File: src/rtl/datapath_ctrl_if.sv
// -----------------------------------------------------------------------------
// datapath_ctrl_if
// Purpose : groups the instruction handshake and the datapath control bus of
//           datapath_ctrl into one bundle.
// Signals :
//   start, instr          instruction source -> controller
//   ready, done           controller -> instruction source
//   r_addr, w_addr, w_en  regfile control
//   loada/b/c, loads      pipeline register / status load strobes
//   asel, vsel            ALU A-input and writeback mux selects
//   alu_op, shift, sximm8 decoded instruction fields
//   halted                only with CTRL_ILLEGAL_TRAP_EN defined
// Modports: master = instruction source / datapath side, slave = controller.
// -----------------------------------------------------------------------------
interface datapath_ctrl_if;
  logic        start;
  logic [15:0] instr;
  logic        ready;
  logic        done;
  logic [2:0]  r_addr;
  logic [2:0]  w_addr;
  logic        w_en;
  logic        loada;
  logic        loadb;
  logic        loadc;
  logic        loads;
  logic        asel;
  logic        vsel;
  logic [1:0]  alu_op;
  logic [1:0]  shift;
  logic [15:0] sximm8;
`ifdef CTRL_ILLEGAL_TRAP_EN
  logic        halted;

  modport master (
    output start, instr,
    input  ready, done, r_addr, w_addr, w_en, loada, loadb, loadc, loads,
           asel, vsel, alu_op, shift, sximm8, halted
  );
  modport slave (
    input  start, instr,
    output ready, done, r_addr, w_addr, w_en, loada, loadb, loadc, loads,
           asel, vsel, alu_op, shift, sximm8, halted
  );
`else
  modport master (
    output start, instr,
    input  ready, done, r_addr, w_addr, w_en, loada, loadb, loadc, loads,
           asel, vsel, alu_op, shift, sximm8
  );
  modport slave (
    input  start, instr,
    output ready, done, r_addr, w_addr, w_en, loada, loadb, loadc, loads,
           asel, vsel, alu_op, shift, sximm8
  );
`endif
endinterface

File: src/rtl/datapath_ctrl.sv
// -----------------------------------------------------------------------------
// datapath_ctrl
// Purpose : Moore FSM sequencing the regfile / A-B-C registers / shifter-ALU
//           datapath one 16-bit instruction at a time. An instruction is
//           latched on start && ready, then the FSM drives read/write
//           addresses, load strobes and mux selects until it retires with a
//           one-cycle done pulse.
// Ports   : clk  rising-edge clock
//           rst  synchronous active-high reset; also forces every strobe,
//                done and ready low combinationally while asserted
//           bus  datapath_ctrl_if.slave (handshake + datapath control)
// Params  : SXT_IMM 1: sximm8 sign-extends ir[7:0], 0: zero-extends
// Macro   : CTRL_ILLEGAL_TRAP_EN - unlisted encodings go to HALT (left only
//           by rst) and drive bus.halted; otherwise they retire as a NOP.
//
// State    | meaning
// S_WAIT   | idle, ready=1, accepts an instruction
// S_GET_A  | read Rn, load A
// S_GET_B  | read Rm, load B
// S_EXEC   | ALU cycle: load C, or status flags + done for CMP
// S_WR_RD  | write C to Rd, done
// S_WR_IMM | write sximm8 to Rn, done
// S_NOP    | unlisted encoding retires, done only (trap disabled)
// S_HALT   | unlisted encoding trapped, halted=1 (trap enabled)
// -----------------------------------------------------------------------------
module datapath_ctrl #(
  parameter bit SXT_IMM = 1'b1
) (
  input  logic           clk,
  input  logic           rst,
  datapath_ctrl_if.slave bus
);

  typedef enum logic [2:0] {
    S_WAIT,
    S_GET_A,
    S_GET_B,
    S_EXEC,
    S_WR_RD,
    S_WR_IMM,
`ifdef CTRL_ILLEGAL_TRAP_EN
    S_HALT
`else
    S_NOP
`endif
  } state_t;

  state_t      r_state;
  state_t      w_nxt_state;
  logic [15:0] r_ir;
  logic [15:0] w_nxt_ir;

  logic        r_ready;
  logic        r_done;
  logic        r_w_en;
  logic        r_loada;
  logic        r_loadb;
  logic        r_loadc;
  logic        r_loads;
  logic        r_asel;
  logic        r_vsel;
  logic [2:0]  r_raddr;
  logic [2:0]  r_waddr;
`ifdef CTRL_ILLEGAL_TRAP_EN
  logic        r_halted;
`endif

  function automatic logic f_is_cmp(input logic [15:0] ins);
    return ins[15:11] == 5'b101_01;
  endfunction

  function automatic logic f_is_movr(input logic [15:0] ins);
    return ins[15:11] == 5'b110_00;
  endfunction

  // First state after accept, keyed on {opcode, op}.
  function automatic state_t f_entry(input logic [15:0] ins);
    state_t s;
    case (ins[15:11])
      5'b110_10:                     s = S_WR_IMM;
      5'b110_00, 5'b101_11:          s = S_GET_B;
      5'b101_00, 5'b101_10,
      5'b101_01:                     s = S_GET_A;
`ifdef CTRL_ILLEGAL_TRAP_EN
      default:                       s = S_HALT;
`else
      default:                       s = S_NOP;
`endif
    endcase
    return s;
  endfunction

  always_comb begin
    w_nxt_state = r_state;
    w_nxt_ir    = r_ir;
    case (r_state)
      S_WAIT: begin
        if (bus.start) begin
          w_nxt_ir    = bus.instr;
          w_nxt_state = f_entry(bus.instr);
        end
      end
      S_GET_A:  w_nxt_state = S_GET_B;
      S_GET_B:  w_nxt_state = S_EXEC;
      S_EXEC:   w_nxt_state = f_is_cmp(r_ir) ? S_WAIT : S_WR_RD;
      S_WR_RD:  w_nxt_state = S_WAIT;
      S_WR_IMM: w_nxt_state = S_WAIT;
`ifdef CTRL_ILLEGAL_TRAP_EN
      S_HALT:   w_nxt_state = S_HALT;
`else
      S_NOP:    w_nxt_state = S_WAIT;
`endif
      default:  w_nxt_state = S_WAIT;
    endcase
  end

  // Outputs are registered from the next state / next IR so they line up
  // with the state they belong to.
  always_ff @(posedge clk) begin
    if (rst) begin
      r_state <= S_WAIT;
      r_ir    <= '0;
      r_ready <= 1'b1;
      r_done  <= 1'b0;
      r_w_en  <= 1'b0;
      r_loada <= 1'b0;
      r_loadb <= 1'b0;
      r_loadc <= 1'b0;
      r_loads <= 1'b0;
      r_asel  <= 1'b0;
      r_vsel  <= 1'b0;
      r_raddr <= '0;
      r_waddr <= '0;
`ifdef CTRL_ILLEGAL_TRAP_EN
      r_halted <= 1'b0;
`endif
    end else begin
      r_state <= w_nxt_state;
      r_ir    <= w_nxt_ir;
      r_ready <= 1'b0;
      r_done  <= 1'b0;
      r_w_en  <= 1'b0;
      r_loada <= 1'b0;
      r_loadb <= 1'b0;
      r_loadc <= 1'b0;
      r_loads <= 1'b0;
      r_asel  <= 1'b0;
      r_vsel  <= 1'b0;
      r_raddr <= '0;
      r_waddr <= '0;
`ifdef CTRL_ILLEGAL_TRAP_EN
      r_halted <= 1'b0;
`endif
      case (w_nxt_state)
        S_WAIT:  r_ready <= 1'b1;
        S_GET_A: begin
          r_raddr <= w_nxt_ir[10:8];
          r_loada <= 1'b1;
        end
        S_GET_B: begin
          r_raddr <= w_nxt_ir[2:0];
          r_loadb <= 1'b1;
        end
        S_EXEC: begin
          // CMP only updates the flags and retires here.
          if (f_is_cmp(w_nxt_ir)) begin
            r_loads <= 1'b1;
            r_done  <= 1'b1;
          end else begin
            r_loadc <= 1'b1;
          end
          // MOV Rd,Rm passes B through the ALU with A forced to zero.
          r_asel <= f_is_movr(w_nxt_ir);
        end
        S_WR_RD: begin
          r_waddr <= w_nxt_ir[7:5];
          r_w_en  <= 1'b1;
          r_done  <= 1'b1;
        end
        S_WR_IMM: begin
          r_waddr <= w_nxt_ir[10:8];
          r_vsel  <= 1'b1;
          r_w_en  <= 1'b1;
          r_done  <= 1'b1;
        end
`ifdef CTRL_ILLEGAL_TRAP_EN
        S_HALT:  r_halted <= 1'b1;
`else
        S_NOP:   r_done <= 1'b1;
`endif
        default: ;
      endcase
    end
  end

  // Gating with rst suppresses a write that is in flight when reset hits.
  assign bus.ready  = r_ready & ~rst;
  assign bus.done   = r_done  & ~rst;
  assign bus.w_en   = r_w_en  & ~rst;
  assign bus.loada  = r_loada & ~rst;
  assign bus.loadb  = r_loadb & ~rst;
  assign bus.loadc  = r_loadc & ~rst;
  assign bus.loads  = r_loads & ~rst;
  assign bus.asel   = r_asel;
  assign bus.vsel   = r_vsel;
  assign bus.r_addr = r_raddr;
  assign bus.w_addr = r_waddr;
  assign bus.alu_op = r_ir[12:11];
  assign bus.shift  = r_ir[4:3];
  assign bus.sximm8 = SXT_IMM ? {{8{r_ir[7]}}, r_ir[7:0]} : {8'h00, r_ir[7:0]};
`ifdef CTRL_ILLEGAL_TRAP_EN
  assign bus.halted = r_halted;
`endif

endmodule

File: src/flat_wrapper.sv
// flat-port wrapper written by rule: the top's interface ports become plain ports
module datapath_ctrl_flat 
#(
  parameter bit SXT_IMM = 1'b1
)
  (clk, rst, bus_start, bus_instr, bus_ready, bus_done, bus_r_addr, bus_w_addr, bus_w_en, bus_loada, bus_loadb, bus_loadc, bus_loads, bus_asel, bus_vsel, bus_alu_op, bus_shift, bus_sximm8);
  datapath_ctrl_if bus_i ();
  input  logic clk;
  input  logic rst;
  input wire logic [$bits(bus_i.start)-1:0] bus_start;
  input wire logic [$bits(bus_i.instr)-1:0] bus_instr;
  output wire logic [$bits(bus_i.ready)-1:0] bus_ready;
  output wire logic [$bits(bus_i.done)-1:0] bus_done;
  output wire logic [$bits(bus_i.r_addr)-1:0] bus_r_addr;
  output wire logic [$bits(bus_i.w_addr)-1:0] bus_w_addr;
  output wire logic [$bits(bus_i.w_en)-1:0] bus_w_en;
  output wire logic [$bits(bus_i.loada)-1:0] bus_loada;
  output wire logic [$bits(bus_i.loadb)-1:0] bus_loadb;
  output wire logic [$bits(bus_i.loadc)-1:0] bus_loadc;
  output wire logic [$bits(bus_i.loads)-1:0] bus_loads;
  output wire logic [$bits(bus_i.asel)-1:0] bus_asel;
  output wire logic [$bits(bus_i.vsel)-1:0] bus_vsel;
  output wire logic [$bits(bus_i.alu_op)-1:0] bus_alu_op;
  output wire logic [$bits(bus_i.shift)-1:0] bus_shift;
  output wire logic [$bits(bus_i.sximm8)-1:0] bus_sximm8;
  assign bus_i.start = bus_start;
  assign bus_i.instr = bus_instr;
  assign bus_ready = bus_i.ready;
  assign bus_done = bus_i.done;
  assign bus_r_addr = bus_i.r_addr;
  assign bus_w_addr = bus_i.w_addr;
  assign bus_w_en = bus_i.w_en;
  assign bus_loada = bus_i.loada;
  assign bus_loadb = bus_i.loadb;
  assign bus_loadc = bus_i.loadc;
  assign bus_loads = bus_i.loads;
  assign bus_asel = bus_i.asel;
  assign bus_vsel = bus_i.vsel;
  assign bus_alu_op = bus_i.alu_op;
  assign bus_shift = bus_i.shift;
  assign bus_sximm8 = bus_i.sximm8;
  datapath_ctrl #(.SXT_IMM(SXT_IMM)) u_core (.clk(clk), .rst(rst), .bus(bus_i));
endmodule
File: config.mk
export PLATFORM = sky130hd
export DESIGN_NAME = datapath_ctrl_flat
export DESIGN_NICKNAME = d
export VERILOG_FILES = /design/src/rtl/datapath_ctrl_if.sv /design/src/rtl/datapath_ctrl.sv /design/src/flat_wrapper.sv
export SDC_FILE = /design/constraint.sdc
export NUM_CORES = 1
export LEC_CHECK = 0
export BUFFER_PORTS_ARGS = -buffer_cell sky130_fd_sc_hd__buf_2
export CORE_UTILIZATION = 52
export DETAILED_ROUTE_END_ITERATION = 12
export GPL_ROUTABILITY_DRIVEN = 0
export GPL_TIMING_DRIVEN = 0
export PLACE_DENSITY = 0.79
export RECOVER_POWER = 100
export SLEW_MARGIN = 20
export SYNTH_ARGS = -nofsm -noshare
export SYNTH_HDL_FRONTEND = slang
export SYNTH_SLANG_ARGS = --single-unit
export TNS_END_PERCENT = 10
File: constraint.sdc
create_clock -name clk -period 4.9 [get_ports clk]
set_input_delay 0.49 -clock clk [delete_from_list [all_inputs] [get_ports clk]]
set_output_delay 0.49 -clock clk [all_outputs]
set_load 0.1 [all_outputs]
[Word-level counts from Yosys, hierarchy flattened]
Cells that the tools add are included.
Word-level totals
  logic and storage cells: 65
  bits in registers: 34
  output and inout bits: 35
Operators by class
  equal/unequal tests: 18
  multiplexer cells: 16
  bitwise operators: 9
  reduce and logical (&&, ||, !) cells: 8
Operator list (number)
  $eq A5 B5 Y1 const B: 9
  $mux W16: 2
  $eq A3 B2 Y1 const B: 4
  $pmux W3 S2: 2
  $pmux W3 S4: 1
  $eq A3 B3 Y1 const B: 3
  $pmux W3 S3: 1
  $and A1 B1 Y1: 7
  $mux W1: 7
  $eq A3 B1 Y1 const B: 2
  $logic_not A3 Y1: 2
  $mux W3: 2
  $reduce_or A2 Y1: 3
  $reduce_or A3 Y1: 2
  $not A1 Y1: 2
  $pmux W1 S2: 1
  $reduce_and A2 Y1: 1

[Longest topological paths before layout]
Gate-level depths: netlist (run 1).
  depth after elaboration: 8
  gate-level depth with buffers: 7
  mapped depth without buffers: 4

[Worst setup path after synthesis (run 1)]
No wires, ideal clock.
  path type: input to output
  start point: input rst
  end point: output bus_done
  arrival time: 2.033 ns
  stages on the path: 2
  slack: 2.377 ns
  required time: 4.410 ns
  cells stage by stage: clkbuf_1 nor2b_1
On the way
  word-level cells in the longest chain between the ends: 2
Ends and longest elaborated chain
  from (decl): RTL line flat_wrapper.sv:9  | input logic rst;
  $not A1 Y1: RTL line datapath_ctrl.sv:198  | assign bus.done = r_done & ~rst;
  $and A1 B1 Y1: RTL line datapath_ctrl.sv:198
  to (decl): RTL line flat_wrapper.sv:13  | output wire logic [$bits(bus_i.done)-1:0] bus_done;
No other way between the ends.

[Final worst setup path (run 1)]
  start point: input rst
  end point: output bus_loada
On the way
  word-level cells in the longest chain between the ends: 2
Ends and longest elaborated chain
  $not A1 Y1: RTL line datapath_ctrl.sv:200  | assign bus.loada = r_loada & ~rst;
  $and A1 B1 Y1: RTL line datapath_ctrl.sv:200
  to (decl): RTL line flat_wrapper.sv:17  | output wire logic [$bits(bus_i.loada)-1:0] bus_loada;
No other way between the ends.

==> results_dict.tcl, run 1 <==
set metrics [dict create \
    ir_worst_vdd_mv 0.359 \
    yosysUniqueCellTypes 36 \
    dp.cells 246 \
    synth_adder_area_share_pct 0 \
    hold_viol 0 \
    drc 0 \
    critPathSlowestCell "clkbuf_1" \
    syn_area_um2 1540 \
    rr_endpoint "u_core.bus.w_addr[0]$_SDFF_PP0_" \
    cts_buffers 5 \
    p_clk_share_pct 20.1 \
    reg2reg_depth 5 \
    post-cts-setup-buffer-count 0 \
    grt-ovfl-total 0 \
    max_cap_viol_count 0 \
    antenna_found_initial 0 \
    synth_top_cell_by_area "dfxtp_1" \
    finalNonFillerCells 253 \
    dp_hpwl_um 2520 \
    drive_above_1_share_pct 22.1 \
    p_int_mw 0.405 \
    worstPathArrival_ns 1.96 \
    power_per_cell_area_nw_per_um2 382 \
    num_rows 19 \
    syn_inst 162 \
    worstSetupPathType "in -> out" \
    cts_repair_resize_count 0 \
    start_kind "input pin" \
    setup_slack_ns 2.45 \
    r2r_setup_slack_ns 2.49 \
    grt-busiest-layer "met2" \
    crit_start "rst" \
    grt_util_met2_pct 36.7 \
    antenna_left 0 \
    n_antenna_cell 0 \
    final_common_cell "clkbuf_1" \
    whs_path_depth 2 \
    swShare_pct 41.4 \
    area_delta_synth_final_pct 17.8 \
    slew-limit-headroom_pct 20.1 \
    gr-usage-met3_pct 5.76 \
    tns_ns 0 \
    die_y_um 56.4 \
    cp_max_fo 10 \
    worst_pin_slew_ns 1.20 \
    initial_core_util_pct 55.2 \
    final_cell_mix "43 x clkbuf_1, 34 x dfxtp_1, 24 x nand2_1" \
    die-area_um2 3180 \
    synth_top_cells_by_area "dfxtp_1 44%, buf_4 9.8%, nand2_1 5.9%" \
    drv_slew 0 \
    vias_per_cell 5.23 \
    core_region_area_um2 2780 \
    setup_viol 0 \
    vias 1323 \
    min_period_over_period_pct 49.9 \
    cts.clk_slew.worst_paths_ns 0.10 \
    cts.path.max_buffers 2 \
    grt_max_degree 11 \
    io_pins 54 \
    grt_use_total_pct 22.7 \
    routed_wl_um 3270 \
    crit_chain "buf_2 > clkbuf_1 > nor2b_1 > clkbuf_1" \
    synth_top_cell_area_share_pct 44.3 \
    fin_worst_skew_ns 0.00800 \
    wl_per_cell_um 12.9 \
    synth_top_family_by_area "simple AND/OR/NAND/NOR gates" \
    crit_end "bus_loada" \
    place_area_um2 1840 \
    design_area_um2 1810 \
    seq_power_share_pct 44.2 \
    cts_tree "done" \
    cts-hold-fix-buffers 0 \
    fmax_mhz 409 \
    synth_compound_area_share_pct 15.7 \
    io_buffers 53 \
    synth-seq-cells 34 \
    die_w_um 56.4 \
    clockRootBuffer "clkbuf_4" \
    clk_latency_ns 0.33 \
    firstDrtPassIters 4 \
    post-place-ws_ns 2.66 \
    post-route-min-period_ns 2.45 \
    synth_nets 181 \
    r2r-start "u_core.r_state[0]$_SDFF_PP0_" \
    status "complete, no violations" \
    rsz0062_at_grt "false" \
    power.leakage_nw 0.749 \
    ys_warn_count 0 \
    critPathMostFrequentCell "clkbuf_1" \
    hold_class "in -> reg" \
    drt_iter0_drc 38 \
    grt_use_met1_pct 28.1 \
    grt_pass1_wl_um 5550 \
    cp_slowest_stage_delay_ns 0.88 \
    avgSynthCellArea_um2 9.48 \
    grt_pass1_vias 1233 \
    layout.nets 241 \
    h-tree-depth 2 \
    yosysSeqAreaShare_pct 44.3 \
    power_frac_comb_pct 35.7 \
    numClockSinks 34 \
    p_switching_mw 0.286 \
    synth-simple-area-share_pct 21.8 \
    end_kind "output pin" \
    cp.required_ns 4.41 \
    synth-xor-area-share_pct 0 \
    synthMuxAreaShare_pct 5.37 \
]
how the worst min path moves through the flow:
stage,startpoint,endpoint,slack [ns]
6_report,bus_instr[10],u_core.bus.w_addr[2]$_SDFF_PP0_,0.37
5_1_grt,bus_instr[10],u_core.bus.w_addr[2]$_SDFF_PP0_,0.36
4_1_cts,bus_instr[8],u_core.bus.w_addr[0]$_SDFF_PP0_,0.36
3_5_place_dp,u_core.r_ir[10]$_SDFF_PP0_,u_core.r_ir[10]$_SDFF_PP0_,0.46
3_3_place_gp,u_core.r_ir[15]$_SDFF_PP0_,u_core.r_ir[15]$_SDFF_PP0_,0.45
2_1_floorplan,u_core.r_ir[10]$_SDFF_PP0_,u_core.r_ir[10]$_SDFF_PP0_,0.44
synthesized netlist by cell type:
master      n
dfxtp_1    34
nand2_1    24
buf_4      20
a21oi_1    13
nor2_1     10
nor2b_1    10
mux2i_1     6
clkbuf_1    5
a32o_1      3
o2bb2ai_1   3
a211o_1     2
a211oi_1    2
a21o_1      2
and3b_1     2
buf_6       2
nor3_1      2
nor4_1      2
or4b_4      2
a211oi_2    1
a221o_1     1
a221oi_1    1
and3_1      1
buf_2       1
mux2i_4     1
nand3b_1    1
nor2b_4     1
nor3b_1     1
nor4b_1     1
nor4b_2     1
nor4bb_1    1
o2111ai_1   1
o211ai_1    1
o21ai_0     1
o22ai_2     1
o31ai_1     1
or3b_2      1
power by group through the flow:
stage	Combinational, mW	Sequential [mW]	Clock [mW]
after floorplan	0.207	0.319	0
after global placement	0.253	0.311	0
after detailed placement	0.257	0.312	0
after CTS	0.257	0.306	0.145
after global routing	0.260	0.308	0.157
final	0.247	0.306	0.139
cell type report:
| class | count | area, um2 |
|---|---|---|
| multi-input cells | 100 | 636 |
| clock buffers | 5 | 37.5 |
| fillers | 270 | 971 |
| repair buffers | 53 | 220 |
| flip-flops and latches | 34 | 681 |
| clock inverters | 2 | 10.0 |
| plain buffers | 28 | 188 |
| well taps | 31 | 38.8 |
worst max-delay path, delay by kind of cell:
family / cells / cell delay [ns]
AND/OR/NAND/NOR: 1 / 0.20
buffers and inverters: 3 / 1.26
cells by family (layout without fill, tap and decap cells):
family                 count (synthesis)  in the layout
AND/OR/NAND/NOR                       60             60
flip-flops                            34             34
multiplexers                           7              7
buffers and inverters                 28             88
AO/OA/AOI/OAI                         33             33
flip-flops by register name (all words and copies together), names as in the netlist:
signal,count
u_core.r_loada,1
u_core.r_w_en,1
u_core.bus.asel,1
u_core.r_ir,16
u_core.bus.w_addr,3
u_core.bus.vsel,1
u_core.r_ready,1
u_core.bus.r_addr,3
u_core.r_loads,1
u_core.r_done,1
u_core.r_state,3
u_core.r_loadb,1
u_core.r_loadc,1
through the flow:
stage / util, % / hold slack (ns) / total power, mW
final: 65.1 / 0.374 / 0.691
after global routing: 65.1 / 0.360 / 0.725
after CTS: 67.9 / 0.361 / 0.708
after detailed placement: 66.2 / 0.459 / 0.569
after global placement: 66.2 / 0.454 / 0.565
after floorplan: - / 0.439 / 0.526
per-layer routing:
metal | share of wire (%) | wire [um] | up-vias
met5 | 0 | 0 | -
met4 | 2.0 | 66 | 0
met3 | 5.7 | 185 | 9
met2 | 49 | 1600 | 45
met1 | 43 | 1420 | 595
li1 | - | - | 674
No activity file was read; power rests on OpenSTA's default activity.
==> inputs of run 2 (changes only) <==
--- a/config.mk
+++ b/config.mk
@@ -6,11 +6,11 @@
 export NUM_CORES = 1
 export LEC_CHECK = 0
 export BUFFER_PORTS_ARGS = -buffer_cell sky130_fd_sc_hd__buf_2
-export CORE_UTILIZATION = 52
+export CORE_UTILIZATION = 44
 export DETAILED_ROUTE_END_ITERATION = 12
 export GPL_ROUTABILITY_DRIVEN = 0
 export GPL_TIMING_DRIVEN = 0
-export PLACE_DENSITY = 0.79
+export PLACE_DENSITY = 0.71
 export RECOVER_POWER = 100
 export SLEW_MARGIN = 20
 export SYNTH_ARGS = -nofsm -noshare
==> constraint.sdc (replaced) <==
create_clock -name clk -period 2.1 [get_ports clk]
set_input_delay 0.21 -clock clk [delete_from_list [all_inputs] [get_ports clk]]
set_output_delay 0.21 -clock clk [all_outputs]
set_load 0.1 [all_outputs]
==> run 2 against run 1 <==
  * Utilization is 8.1 points lower
  * Final cell count grew 5.5%
  * Critical path type is now reg -> reg
  * Clock-buffer cell count rose by 1
  * First-iteration DRC count shrank 5.3%
  * Register-to-register slack got worse by 2.4 ns
  * Combinational power increased by 130%
  * Routed wire length fell by 0.79%
  * Clock power rose to 2.8 times the previous value
  * Sequential cell count stayed put
==> results_dict.tcl, run 2 (same netlist as run 1, synthesis figures left out) <==
set metrics [dict create \
    status "complete, no violations" \
    start_kind "flop" \
    area_delta_synth_final_pct 23.7 \
    clk_latency_ns 0.35 \
    cts.path.max_buffers 2 \
    min_period_over_period_pct 96.1 \
    cp.required_ns 2.34 \
    routed_wl_um 3250 \
    reg2reg_depth 4 \
    final_cell_mix "31 x dfxtp_1, 27 x buf_2, 24 x nand2_1" \
    io_pins 54 \
    drive_above_1_share_pct 38.0 \
    vias 1305 \
    worst_pin_slew_ns 1.17 \
    dp_hpwl_um 2410 \
    worstSetupPathType "reg -> reg" \
    die-area_um2 3730 \
    r2r_setup_slack_ns 0.08 \
    finalPower_mw 1.69 \
    initial_core_util_pct 46.0 \
    grt_pass1_wl_um 4980 \
    drt_iter0_drc 36 \
    core_region_area_um2 3340 \
    max_cap_viol_count 0 \
    fmax_mhz 496 \
    largest_register "u_core.r_ir" \
    hold_class "in -> reg" \
    antenna_found_initial 0 \
    cts_buffers 5 \
    vias_per_cell 4.89 \
    hold_viol 0 \
    die_y_um 61.1 \
    io_buffers 53 \
    largest_reg_flops 16 \
    post-route-min-period_ns 2.02 \
    fin_worst_skew_ns 0.00665 \
    end_kind "flop" \
    num_rows 21 \
    cts.clk_slew.worst_paths_ns 0.11 \
    drv_slew 0 \
    clockRootBuffer "clkbuf_4" \
    min_from "bus_instr[9]" \
    grt-ovfl-total 0 \
    setup_viol 0 \
    cp_max_fo 7 \
    grt_use_total_pct 18.8 \
    final_common_cell "dfxtp_1" \
    ir_worst_vdd_mv 0.518 \
    n_antenna_cell 0 \
    antenna_left 0 \
    r2r-start "u_core.r_state[0]$_SDFF_PP0_" \
    rr_endpoint "u_core.r_loadc$_SDFF_PP0_" \
    rsz0062_at_grt "false" \
    power_per_cell_area_nw_per_um2 890 \
    whs_path_depth 2 \
    hold_path_end "u_core.bus.w_addr[1]$_SDFF_PP0_" \
    firstDrtPassIters 4 \
    grt_pass1_vias 1114 \
    worstPathArrival_ns 2.26 \
    numClockSinks 34 \
    grt_max_degree 12 \
    layout.nets 239 \
    drc 0 \
    slew-limit-headroom_pct 22.1 \
    power.leakage_nw 0.862 \
    holdWs_ns 0.0765 \
    wl_per_cell_um 12.2 \
    cts-hold-fix-buffers 0 \
    cts_tree "done" \
    h-tree-depth 2 \
    die_w_um 61.1 \
]
==> run 2: final cells by class <==
class	instances	area, um2
Multi-Input combinational cell	100	659
Clock inverter	2	12.5
Fill cell	339	1440
Clock buffer	6	51.3
Buffer	25	169
Sequential cell	34	689
Tap cell	46	57.6
Timing Repair Buffer	54	262
==> run 2: layer usage <==
layer | track usage [%] | up-vias | routed length (um)
met3 | 4.41 | 9 | 200
met2 | 28.9 | 44 | 1510
met4 | 10.7 | 0 | 66
met5 | 0 | - | 0
li1 | - | 663 | -
met1 | 24.3 | 589 | 1470
==> run 2: critical path: stages, from the launching register on <==
cell and delay, ns:
dfxtp_4 0.38, or4b_4 0.62, mux2i_1 0.19, or4b_4 0.59, nor2b_4 0.14
==> run 2: power breakdown <==
part	switching (mW)	leakage (nW)	internal [mW]	total, mW
registers	0.0337	0.279	0.689	0.723
logic	0.431	0.548	0.148	0.579
clock network	0.229	0.0343	0.161	0.390
total	0.694	0.862	0.998	1.69
==> run 2: metrics by stage <==
stage	std cells	worst slack, ns	utilization (%)	TNS [ns]	instance area [um2]
finish	267	0.0822	57.0	0	1900
CTS	268	0.00922	57.3	0	1910
floorplan	162	0.0911	-	0	1540
global route	267	0.0394	57.0	0	1900
detailed placement	261	-0.00583	55.7	-0.00583	1860
global placement	261	0.000297	55.7	0	1860
==> run 2: what timing repair did <==
item,CTS,global route
setup endpoints to repair,1,6
setup buffers,0,1
resized for setup,0,8
pin swaps,1,2
==> run 2: worst max-delay path by stage <==
stage | startpoint | endpoint | slack (ns) | depth (start not counted)
after CTS | u_core.r_state[0]$_SDFF_PP0_ | u_core.r_loadc$_SDFF_PP0_ | 0.009 | 5
after detailed placement | u_core.r_state[0]$_SDFF_PP0_ | u_core.r_loadc$_SDFF_PP0_ | -0.006 | 6
final | u_core.r_state[0]$_SDFF_PP0_ | u_core.r_loadc$_SDFF_PP0_ | 0.08 | 4
after global placement | u_core.r_state[0]$_SDFF_PP0_ | u_core.r_loadc$_SDFF_PP0_ | 0.0003 | 6
after floorplan | u_core.r_state[1]$_SDFF_PP0_ | u_core.r_loadc$_SDFF_PP0_ | 0.09 | 6
after global routing | u_core.r_state[0]$_SDFF_PP0_ | u_core.r_loadc$_SDFF_PP0_ | 0.04 | 4
==> inputs of run 3 (changes only) <==
--- a/config.mk
+++ b/config.mk
@@ -10,7 +10,7 @@
 export DETAILED_ROUTE_END_ITERATION = 12
 export GPL_ROUTABILITY_DRIVEN = 0
 export GPL_TIMING_DRIVEN = 0
-export PLACE_DENSITY = 0.71
+export PLACE_DENSITY_LB_ADDON = 0.12
 export RECOVER_POWER = 100
 export SLEW_MARGIN = 20
 export SYNTH_ARGS = -nofsm -noshare
==> run 3 against run 2 <==
  * The run now ends with negative setup slack left
  * Largest power group unchanged
  * Critical path type unchanged
  * Largest cell class unchanged
  * Non-clock buffer count up 1
  * Total power rose by 6.3%
  * Hold slack better by 0.010 ns
  * Register-to-register slack worse by 0.08 ns
  * Die area did not move
  * Combinational power grew 3%
  * Clock skew grew 0.0012 ns
  * Sequential power fell by 1%
==> results_dict.tcl, run 3 (same netlist as run 1, synthesis figures left out) <==
set metrics [dict create \
    status "complete, but fails checks" \
    rr_endpoint "u_core.r_loadc$_SDFF_PP0_" \
    numClockSinks 34 \
    vias 1320 \
    hold_path_end "u_core.bus.w_addr[1]$_SDFF_PP0_" \
    grt_pass1_wl_um 5110 \
    reg2reg_depth 5 \
    cp_slowest_stage_delay_ns 0.61 \
    vias_per_cell 4.94 \
    wl_per_cell_um 12.6 \
    whs_path_depth 2 \
    grt_use_total_pct 19.3 \
    n_antenna_cell 0 \
    final_common_cell "buf_2" \
    critPathMostFrequentCell "or4b_4" \
    r2r-start "u_core.r_state[0]$_SDFF_PP0_" \
    fmax_mhz 476 \
    post-cts-setup-buffer-count 0 \
    crit_chain "buf_2 > or4b_4 > mux2i_1 > or4b_4 > nor2b_4" \
    violations "negative setup slack" \
    worstPathArrival_ns 2.33 \
    dp_hpwl_um 2520 \
    largest_register "u_core.r_ir" \
    min_period_over_period_pct 100 \
    end_kind "flop" \
    clockRootBuffer "clkbuf_4" \
    grt-ovfl-total 0 \
    drc 0 \
    finalPower_mw 1.80 \
    r2r_setup_slack_ns -0.0005 \
    setup_slack_ns -0.000534 \
    min_from "bus_instr[9]" \
    largest_reg_flops 16 \
    post-route-min-period_ns 2.10 \
    cp.required_ns 2.33 \
    die_w_um 61.1 \
    power.leakage_nw 0.885 \
    grt_max_degree 11 \
    num_rows 21 \
    drive_above_1_share_pct 36.7 \
    hold_viol 0 \
    cp_max_fo 9 \
    worst_pin_slew_ns 1.17 \
    cts.clk_slew.worst_paths_ns 0.10 \
    h-tree-depth 2 \
    rsz0062_at_grt "true" \
    ir_worst_vdd_mv 0.479 \
    firstDrtPassIters 4 \
    layout.nets 240 \
    cts.path.max_buffers 2 \
    cts_tree "done" \
    io_buffers 53 \
    antenna_found_initial 0 \
    final_cell_mix "35 x buf_2, 34 x dfxtp_1, 24 x nand2_1" \
    io_pins 54 \
    initial_core_util_pct 46.0 \
    clk_latency_ns 0.34 \
    post-route-util_pct 57.7 \
    drv_slew 0 \
    antenna_left 0 \
    area_delta_synth_final_pct 25.4 \
    die_y_um 61.1 \
    drt_iter0_drc 29 \
    die-area_um2 3730 \
    setup_viol 1 \
    routed_wl_um 3350 \
    max_cap_viol_count 0 \
    critPathSlowestCell "or4b_4" \
    hold_class "in -> reg" \
    fin_worst_skew_ns 0.00788 \
    grt_pass1_vias 1145 \
    core_region_area_um2 3340 \
    start_kind "flop" \
    worstSetupPathType "reg -> reg" \
    tns_ns -0.000534 \
    slew-limit-headroom_pct 22.5 \
    cts_buffers 5 \
    power_per_cell_area_nw_per_um2 934 \
]
[run 3: cell types whose count changed in the layout (fill, tap and decap cells not counted)]
cell,change
dfxtp_2,-1
clkinvlp_4,-1
clkinv_2,-1
nor4b_4,+1
buf_6,+1
buf_2,+8
dfxtp_4,-2
dfxtp_1,+3
clkbuf_2,-7
buf_4,-1
nor4b_2,-1
bufinv_16,+1
[run 3: report_power, final]
part	total [mW]	internal, mW	switching, mW
clock	0.488	0.277	0.211
sequential	0.715	0.688	0.0267
combinational	0.597	0.154	0.442
total	1.80	1.12	0.680
[run 3: worst max-delay path by stage]
stage | endpoint | from | slack [ns]
finish | u_core.r_loadc$_SDFF_PP0_ | u_core.r_state[0]$_SDFF_PP0_ | -0.0005
global route | u_core.r_loadc$_SDFF_PP0_ | u_core.r_state[0]$_SDFF_PP0_ | -0.04
CTS | u_core.r_loadc$_SDFF_PP0_ | u_core.r_state[0]$_SDFF_PP0_ | 0.01
detailed placement | u_core.r_loadc$_SDFF_PP0_ | u_core.r_state[0]$_SDFF_PP0_ | 0.009
global placement | u_core.r_loadc$_SDFF_PP0_ | u_core.r_state[0]$_SDFF_PP0_ | 0.01
floorplan | u_core.r_loadc$_SDFF_PP0_ | u_core.r_state[1]$_SDFF_PP0_ | 0.09
[run 3: critical path: cells and delay by family, from the launching register on]
family        cells  cell delay [ns]
buf+inv           1             0.17
mux               1             0.19
flops             1             0.30
simple gates      3             1.34
[run 3: timing repair]
action                     in CTS  in global routing
gates resized for setup         0                  1
setup endpoints to repair       1                  7
pin swaps                       1                  0
hold buffers                    0                  0
[run 3: through the flow]
stage	area, um2	worst slack (ns)	instances	hold WS, ns
final	1930	-0.000534	267	0.0867
after global routing	1930	-0.0433	267	0.0828
after CTS	1930	0.00988	267	0.0810
after detailed placement	1860	0.00909	261	0.445
after global placement	1860	0.0144	261	0.443
after floorplan	1540	0.0911	162	0.291
[run 3: area by class of cell]
cell class	instances	area, um2
plain buffers	27	185
clock buffers	6	51.3
clock inverters	1	30.0
fillers	315	1410
multi-input cells	100	668
flip-flops and latches	34	681
well taps	46	57.6
repair buffers	53	254
[run 3: layer usage]
layer	part of all wire, %	vias up	GRT usage (%)
li1	-	664	-
met1	45	610	24.1
met2	47	40	30.9
met3	5.5	6	5.25
met5	0	-	0
met4	1.7	0	9.09
